<file path="config.mk">
export PLATFORM = sky130hd
export DESIGN_NAME = pattern_seq_monitor
export DESIGN_NICKNAME = d
export VERILOG_FILES = /design/src/rtl/pattern_seq_pkg.sv /design/src/rtl/pattern_seq_monitor_sat_counter.sv /design/src/rtl/pattern_seq_monitor.sv
export SDC_FILE = /design/constraint.sdc
export NUM_CORES = 1
export LEC_CHECK = 0
export ABC_AREA = 1
export BUFFER_PORTS_ARGS = -buffer_cell sky130_fd_sc_hd__buf_2
export CELL_PAD_IN_SITES_DETAIL_PLACEMENT = 0
export CELL_PAD_IN_SITES_GLOBAL_PLACEMENT = 1
export CORE_MARGIN = 1
export CORE_UTILIZATION = 43
export CTS_CLUSTER_SIZE = 16
export DETAILED_ROUTE_END_ITERATION = 16
export PLACE_DENSITY = 0.87
export SYNTH_ARGS = -nofsm -noshare
export SYNTH_HDL_FRONTEND = slang
export SYNTH_SLANG_ARGS = --single-unit
</file>
<file path="constraint.sdc">
create_clock -name clk -period 2.3 [get_ports clk]
set_input_delay 0.115 -clock clk [delete_from_list [all_inputs] [get_ports clk]]
set_output_delay 0.115 -clock clk [all_outputs]
set_load 0.02 [all_outputs]
</file>
<file path="src/rtl/pattern_seq_pkg.sv">
// pattern_seq_pkg: shared code table, anchor and state encoding for the step-pattern generator and monitor.
package pattern_seq_pkg;
  localparam int SEQ_LEN = 7;
  localparam logic [3:0] ANCHOR_CODE = 4'b0001;
  // index 0 sits in the least significant nibble
  localparam logic [SEQ_LEN-1:0][3:0] SEQ_TABLE = {4'b0000, 4'b1101, 4'b1001, 4'b0111,
                                                   4'b0011, 4'b0001, 4'b0000};
  typedef enum logic [1:0] {SEARCH, VERIFY, LOCKED} state_e;
  function automatic logic [2:0] next_idx(input logic [2:0] i);
    return (i == 3'(SEQ_LEN - 1)) ? 3'd0 : i + 3'd1;
  endfunction
endpackage

</file>
<file path="src/rtl/pattern_seq_monitor_sat_counter.sv">
// sat_counter: saturating up-counter with a clear that wins over a same-cycle increment.
module sat_counter #(
  parameter int W = 8
) (
  input  logic         clk,
  input  logic         rst_n,
  input  logic         inc_i,
  input  logic         clr_i,
  output logic [W-1:0] cnt_o
);
  logic [W-1:0] cnt_q, cnt_d;
  always_comb cnt_d = clr_i ? '0 : (inc_i && cnt_q != '1) ? cnt_q + 1'b1 : cnt_q;
  always_ff @(posedge clk or negedge rst_n)
    if (!rst_n) cnt_q <= '0;
    else cnt_q <= cnt_d;
  assign cnt_o = cnt_q;
endmodule

</file>
<file path="src/rtl/pattern_seq_monitor.sv">
// pattern_seq_monitor: acquires lock on the 7-step code sequence, flywheels through it and counts mismatches.
module pattern_seq_monitor
  import pattern_seq_pkg::*;
#(
  parameter int unsigned LOCK_COUNT  = 2,
  parameter int unsigned UNLOCK_ERRS = 3,
  parameter int unsigned ERR_W       = 8
) (
  input  logic             clk,
  input  logic             rst_n,
  input  logic             in_valid,
  input  logic [3:0]       in_code,
  input  logic             clear,
  output logic             locked,
  output logic [2:0]       step_idx,
  output logic             mismatch,
  output logic             seq_done,
  output logic [ERR_W-1:0] err_cnt
);
  state_e     state_q, state_d;
  logic [2:0] exp_q, exp_d, good_q, good_d, cerr_q, cerr_d;
  logic       mismatch_q, mismatch_d, seq_done_q, seq_done_d, err_inc, hit, anchor;
  assign hit    = in_code == SEQ_TABLE[exp_q];
  assign anchor = in_code == ANCHOR_CODE;
  always_comb begin
    state_d    = state_q;
    exp_d      = exp_q;
    good_d     = good_q;
    cerr_d     = cerr_q;
    mismatch_d = 1'b0;
    seq_done_d = 1'b0;
    err_inc    = 1'b0;
    if (in_valid) begin
      case (state_q)
        SEARCH: if (anchor) begin
          good_d  = 3'd1;
          exp_d   = 3'd2;
          state_d = (LOCK_COUNT == 1) ? LOCKED : VERIFY;
        end
        VERIFY: if (hit) begin
          good_d = good_q + 3'd1;
          exp_d  = next_idx(exp_q);
          if (good_d == 3'(LOCK_COUNT)) begin
            state_d = LOCKED;
            cerr_d  = 3'd0;
          end
        end else begin
          // a mismatching anchor restarts verification in place
          good_d  = anchor ? 3'd1 : 3'd0;
          exp_d   = anchor ? 3'd2 : 3'd0;
          state_d = anchor ? VERIFY : SEARCH;
        end
        LOCKED: begin
          exp_d      = next_idx(exp_q);
          seq_done_d = hit && exp_q == 3'd6;
          mismatch_d = !hit;
          err_inc    = !hit;
          cerr_d     = hit ? 3'd0 : cerr_q + 3'd1;
          if (!hit && cerr_d == 3'(UNLOCK_ERRS)) begin
            state_d = SEARCH;
            exp_d   = 3'd0;
            cerr_d  = 3'd0;
            good_d  = 3'd0;
          end
        end
        default: state_d = SEARCH;
      endcase
    end
  end
  always_ff @(posedge clk or negedge rst_n)
    if (!rst_n) begin
      state_q    <= SEARCH;
      exp_q      <= 3'd0;
      good_q     <= 3'd0;
      cerr_q     <= 3'd0;
      mismatch_q <= 1'b0;
      seq_done_q <= 1'b0;
    end else begin
      state_q    <= state_d;
      exp_q      <= exp_d;
      good_q     <= good_d;
      cerr_q     <= cerr_d;
      mismatch_q <= mismatch_d;
      seq_done_q <= seq_done_d;
    end
  sat_counter #(.W(ERR_W)) u_err (
    .clk(clk), .rst_n(rst_n), .inc_i(err_inc), .clr_i(clear), .cnt_o(err_cnt)
  );
  assign locked   = state_q == LOCKED;
  assign step_idx = exp_q;
  assign mismatch = mismatch_q;
  assign seq_done = seq_done_q;
endmodule

</file>
# Word level (Yosys, flattened, before mapping)
# Memories as Yosys holds them, arrays and structs flattened.
# Cells that the tools add are included.
totals:
  regBits: 21
  romBits: 32
  in_bits: 8
  memories: 1
mem_list:
  columns: ["name", "words", "width", "rd", "rd_clocked_by_memory_dff", "write_ports", "line", "source"]
  rows:
  - ["(name not given)", 8, 4, 1, 0, 0, "pattern_seq_monitor.sv:23", "assign hit = in_code == SEQ_TABLE[exp_q];"]
op_classes:
  addsub: 4
  n_lt_le_gt_ge: 1
  n_eq_ne: 13
  muxes: 29
  reduce_logical: 12
op_table:
  columns: ["cell", "n"]
  rows:
  - ["two-way mux 3 bit", 11]
  - ["case mux 3 bit (3 select lines)", 2]
  - ["two-way mux 8 bit", 2]
  - ["AND reduction 4 bit", 3]
  - ["two-way mux 2 bit", 5]
  - ["adder 3 x 1 -> 3 bit (second input constant)", 3]
  - ["adder 8 x 1 -> 8 bit (second input constant)", 1]
  - ["inequality test 8 bit (second input constant)", 1]
  - ["== test 3 x 2 -> 1 bit (second input constant)", 2]
  - ["two-way mux 1 bit", 6]
  - ["inequality test 2 bit (second input constant)", 3]
  - ["case mux 2 bit (3 select lines)", 1]
  - ["case mux 3 bit (2 select lines)", 1]
  - ["== test 4 x 1 -> 1 bit (second input constant)", 1]
  - ["== test 4 bit", 1]
  - ["less-than comparator 3 x 4 -> 1 bit (second input constant)", 1]
  - ["two-way mux 4 bit", 1]
  - ["nonzero test 2 bit", 2]
  - ["== test 3 bit (second input constant)", 1]
  - ["logical AND 1 bit", 3]
  - ["inequality test 3 bit (second input constant)", 1]
  - ["AND reduction 3 bit", 1]
  - ["nonzero test 3 bit", 1]
  - ["== test 2 x 1 -> 1 bit (second input constant)", 1]
  - ["other kinds (4)", 4]

# Longest topological paths before layout
depth:
  depth_word: 9
  mapped_depth: 13
  depth_no_buf: 13

# Hierarchy
# Synthesis repeated with hierarchy kept, for this count alone.
unflattened:
  cells_unflattened: 201
  hier_area_um2: 1457.6
modules_own_cells:
  columns: ["module", "instances", "cells_per_inst", "area_each_um2"]
  rows:
  - ["pattern_seq_monitor", 1, 135, 962.2]
  - ["sat_counter", 1, 66, 495.5]

# Worst setup path before layout
# No wires, ideal clock.
synth_path:
  kind: "register to register"
  from: "reg exp_q[2] (netlist: step_idx[2])"
  to: "reg good_q[0]"
  setup_ns: 0.119
  arrival_ns: 1.522
  path_slack_ns: 0.658
  stages_incl_launch_ff: 14
  n_path_buf: 0
  synth_period_minus_slack_ns: 1.642
  path_cell_list: "dfrtp_1 > inv_2 > nand2_1 > nand2_1 > nand2_1 > nand2_2 > nor2_4 > nand2_8 > nand3_2 > nand2_4 > nand2_4 > inv_2 > o21ai_2 > nand2_1"
synth_via:
  elab_chain_len: 8
synth_lines:
  columns: ["element", "line", "source"]
  rows:
  - ["start, declared", "pattern_seq_monitor.sv:21", "logic [2:0] exp_q, exp_d, good_q, good_d, cerr_q, cerr_d;"]
  - ["start signal, assigned", "pattern_seq_monitor.sv:80", "exp_q <= exp_d;"]
  - ["memory read (8 x 4 bit) *", null, null]
  - ["two-way mux 4 bit (implied by the code) *", "pattern_seq_monitor.sv:23", null]
  - ["== test 4 bit *", "pattern_seq_monitor.sv:23", null]
  - ["two-way mux 3 bit", "pattern_seq_monitor.sv:58", "cerr_d = hit ? 3'd0 : cerr_q + 3'd1;"]
  - ["== test 3 x 2 -> 1 bit", "pattern_seq_monitor.sv:59", "if (!hit && cerr_d == 3'(UNLOCK_ERRS)) begin"]
  - ["logical AND 1 bit", "pattern_seq_monitor.sv:59", null]
  - ["inequality test 2 x 1 -> 1 bit (no source line)", null, null]
  - ["AND reduction 4 bit (no source line)", null, null]
  - ["end signal, assigned", "pattern_seq_monitor.sv:81", "good_q <= good_d;"]
  - ["end, declared", "pattern_seq_monitor.sv:21", null]
# Mark *: on every way between the ends. The rest lies on a longest branch, timed or not. The select of a mux whose other input is x is not followed.
# A chain may end at the register's enable or synchronous reset.

# Final worst setup path
layout_path:
  from: "reg u_err.cnt_q[0] (netlist: u_err.cnt_o[0])"
  to: "reg u_err.cnt_q[2] (netlist: u_err.cnt_o[2])"
layout_via:
  elab_chain_len: 3
layout_lines:
  columns: ["element", "line", "source"]
  rows:
  - ["start, declared", "pattern_seq_monitor_sat_counter.sv:11", "logic [W-1:0] cnt_q, cnt_d;"]
  - ["start signal, assigned", "pattern_seq_monitor_sat_counter.sv:15", "else cnt_q <= cnt_d;"]
  - ["adder 8 x 1 -> 8 bit or inequality test 8 bit (tied branches)", "pattern_seq_monitor_sat_counter.sv:12", "always_comb cnt_d = clr_i ? '0 : (inc_i && cnt_q != '1) ? cnt_q + 1'b1 : cnt_q;"]
  - ["two-way mux 8 bit or logical AND 1 bit (tied branches)", "pattern_seq_monitor_sat_counter.sv:12", null]
  - ["two-way mux 8 bit or nonzero test 2 bit (tied branches)", null, null]
# Several ways; a longest one is shown, not always the timed one. The select of a mux whose other input is x is not followed.

==> results.cfg <==
[timing]
max-slew-margin-rel_pct = 67.77
slew_viol_final = 0
rsz0062_at_grt = false
setup_slack_ns = 0.5492
hold_viol = 0
setup_viol = 0
min_period_ns = 1.751
fin_worst_skew_ns = 0.007873
fin_crit_sh_pct = 76.12
worst_slew_pin_slew_ns = 0.4835
max_freq_mhz = 571.2
holdWs_ns = 0.1372
setup_tns_ns = 0

[setup_path]
arrival_ns = 1.96
required_ns = 2.51
critPathMaxStageDelay_ns = 0.47
rr_endpoint = u_err.cnt_o[2]
crit_path_end_kind = flop
worstSetupEndpoint = u_err.cnt_o[2]
rrSetupSlack_ns = 0.55
crit_path_frequent_cell = nand2_1
worstPathMaxFanout = 8
path_cells = ha_1, nand2_1, inv_1, nand2_1, nor2_1, nand3_1, nand2_4, nand2_4, nand2_1, nand2_1
cpLargestDelayFamily = simple AND/OR/NAND/NOR gates
crit_path_start = u_err.cnt_o[0]
startpoint_type = flop
crit_buf_inv = 1
crit_path_top_delay_cell = dfrtp_1
worstSetupPathType = reg2reg
cp.depth = 10
r2r_start = u_err.cnt_o[0]
r2r_cells = 10

[placed_design]
pre_cts_ws_ns = 0.5832
hpwl_um = 2398
place_area_um2 = 1638
io_buffers = 21
gp_congestion = 0.7882

[floorplan]
design.core.area_um2 = 3153
die_x_um = 60.62
die_area_um2 = 3675
initial_core_util_pct = 46.87
ios = 22
die_h_um = 60.62
num_rows = 20

[synth]
yosys-top-cells-area = dfrtp_1 (36%), nand2_1 (14%), nand3_1 (7.8%)
synth.yosys.seq_area_share_pct = 35.56
post-synth-top-count-cell = nand2_1
synthesis.nets = 211
syn-instance-count = 195
synth_top_area_cell = dfrtp_1
ys.flop_type = dfrtp_1
syn_avg_cell_area_um2 = 7.578
yosys-top-cells-count = nand2_1 (56), nand3_1 (23), dfrtp_1 (21), nor2_1 (21), inv_1 (19)
synth.lib_cells_used.distinct = 26
synth_top_area_share_pct = 35.56
syn-cell-area_um2 = 1478
ys_seq_elements = 21
synth_edf_count = 0
async_flop_share_pct = 100.0
ys_warn_count = 0

[finish]
drive_above_1_share_pct = 22.17
nFillCells = 315
seq_area_um2 = 525.5
multi_input_area_um2 = 855.8
insertedDiodeCount = 0
nNetsFinal = 238
design_area_um2 = 1678
syn_to_final_growth_pct = 13.55

[global_routing]
first_global_vias = 1172
grt_pass1_wl_um = 5244
overflow = 0
antenna_found_initial = 0
grt_usage_pct = 19.17
grt_max_degree = 22

[clock_tree]
cts_setup_buffers = 0
clk_latency_ns = 0.30
clockBufferDepth = 2
cts-root-buf = clkbuf_4
htree_levels = 1
clkTransAtPathRegs_ns = 0.13
cts_buffers = 3
cts_tree = built
cts_sinks = 21

[pwr]
leakage_nw = 0.8800
p_per_area_nw_per_um2 = 817.8
ir_drop_mv = 0.4779
power_w = 0.001372

[detailed_routing]
drtAntennaViolNets = 0
drc_errors = 0
first_iter_violations = 65
vias_per_cell = 4.868
post_drt_wl_per_cell_um = 11.58
drt_wl_total_um = 3068
drt_pass1_iterations = 4
vias = 1290

[run_status]
outcome = finished clean

[job]
maxCapViolCount = 0

[hold_path]
hp-class = in2reg
## per-stage QoR
stage          instances  utilization (%)
6_report             265            53.21
3_5_place_dp         260            51.94
2_1_floorplan        195                -
3_3_place_gp         260            51.94
4_1_cts              265            53.21
5_1_grt              265            53.21
## how the worst min path moves through the flow
stage	depth (start not counted)	slack (ns)	from	to
2_1_floorplan	0	-0.18	rst_n	cerr_q[0]
3_3_place_gp	1	0.10	rst_n	u_err.cnt_o[2]
3_5_place_dp	1	0.10	rst_n	u_err.cnt_o[1]
4_1_cts	3	0.13	in_valid	mismatch
5_1_grt	3	0.15	in_valid	mismatch
6_report	3	0.14	in_valid	mismatch
## registers in the layout (all words and copies together), names as in the netlist
register,flops
cerr_q,3
good_q,3
mismatch,1
seq_done,1
state_q,2
step_idx,3
u_err.cnt_o,8
## power breakdown
part,internal [W],switching [W]
registers,0.000435,0.0000837
clock network,0.0000661,0.000117
logic,0.000228,0.000442
## routing by layer
layer / global-route usage [%] / vias up / routed length (µm)
li1: - / 678 / -
met1: 27.32 / 590 / 1564
met2: 29.51 / 20 / 1401
met3: 2.345 / 2 / 76
met4: 7.792 / 0 / 25
met5: 0 / - / 0
## final cells by class
class,count,area share (%)
Tap cell,44,3.281
Clock inverter,1,0.4474
Clock buffer,3,1.342
Inverter,25,5.742
Timing Repair Buffer,22,6.861
Sequential cell,21,31.32
Multi-Input combinational cell,149,51.01
## layout by cell type, fill, tap and decap left out
cell            n
clkinvlp_4      1
o21ai_0         5
buf_2          21
nand3_1        23
clkinv_1        1
xnor2_1         2
nor2_1         21
inv_2           4
nand4_1         2
nand3_2         4
ha_1            8
a31oi_1         1
nor2_4          3
nand2_8         1
xor2_1          4
inv_4           1
nand2_4         4
o21bai_1        1
clkbuf_4        3
a21oi_4         2
a21boi_0        1
a21oi_1         3
nand2_1        56
nand2_2         1
o21ai_2         3
nor2_2          1
inv_1          19
dlygate4sd3_1   1
nor3_1          3
dfrtp_1        21
## repair_timing
| action | in CTS | in global routing |
|---|---|---|
| gates resized for setup | 0 | 0 |
| hold buffers | 1 | 0 |
| endpoints found under the hold margin | 21 | 0 |
## tightest hold or removal path, stage by stage
cell and delay (ns):
buf_2 0.11, nand2_1 0.12, nor2_4 0.07
## cell families after synthesis
group	Yosys count	synth area share, %
simple gates	119	39.46
flops	21	35.56
fa+ha+maj	8	6.774
compound gates	16	8.129
xor+xnor	6	3.556
buf+inv	25	6.520
No activity file was read; power rests on OpenSTA's default activity.
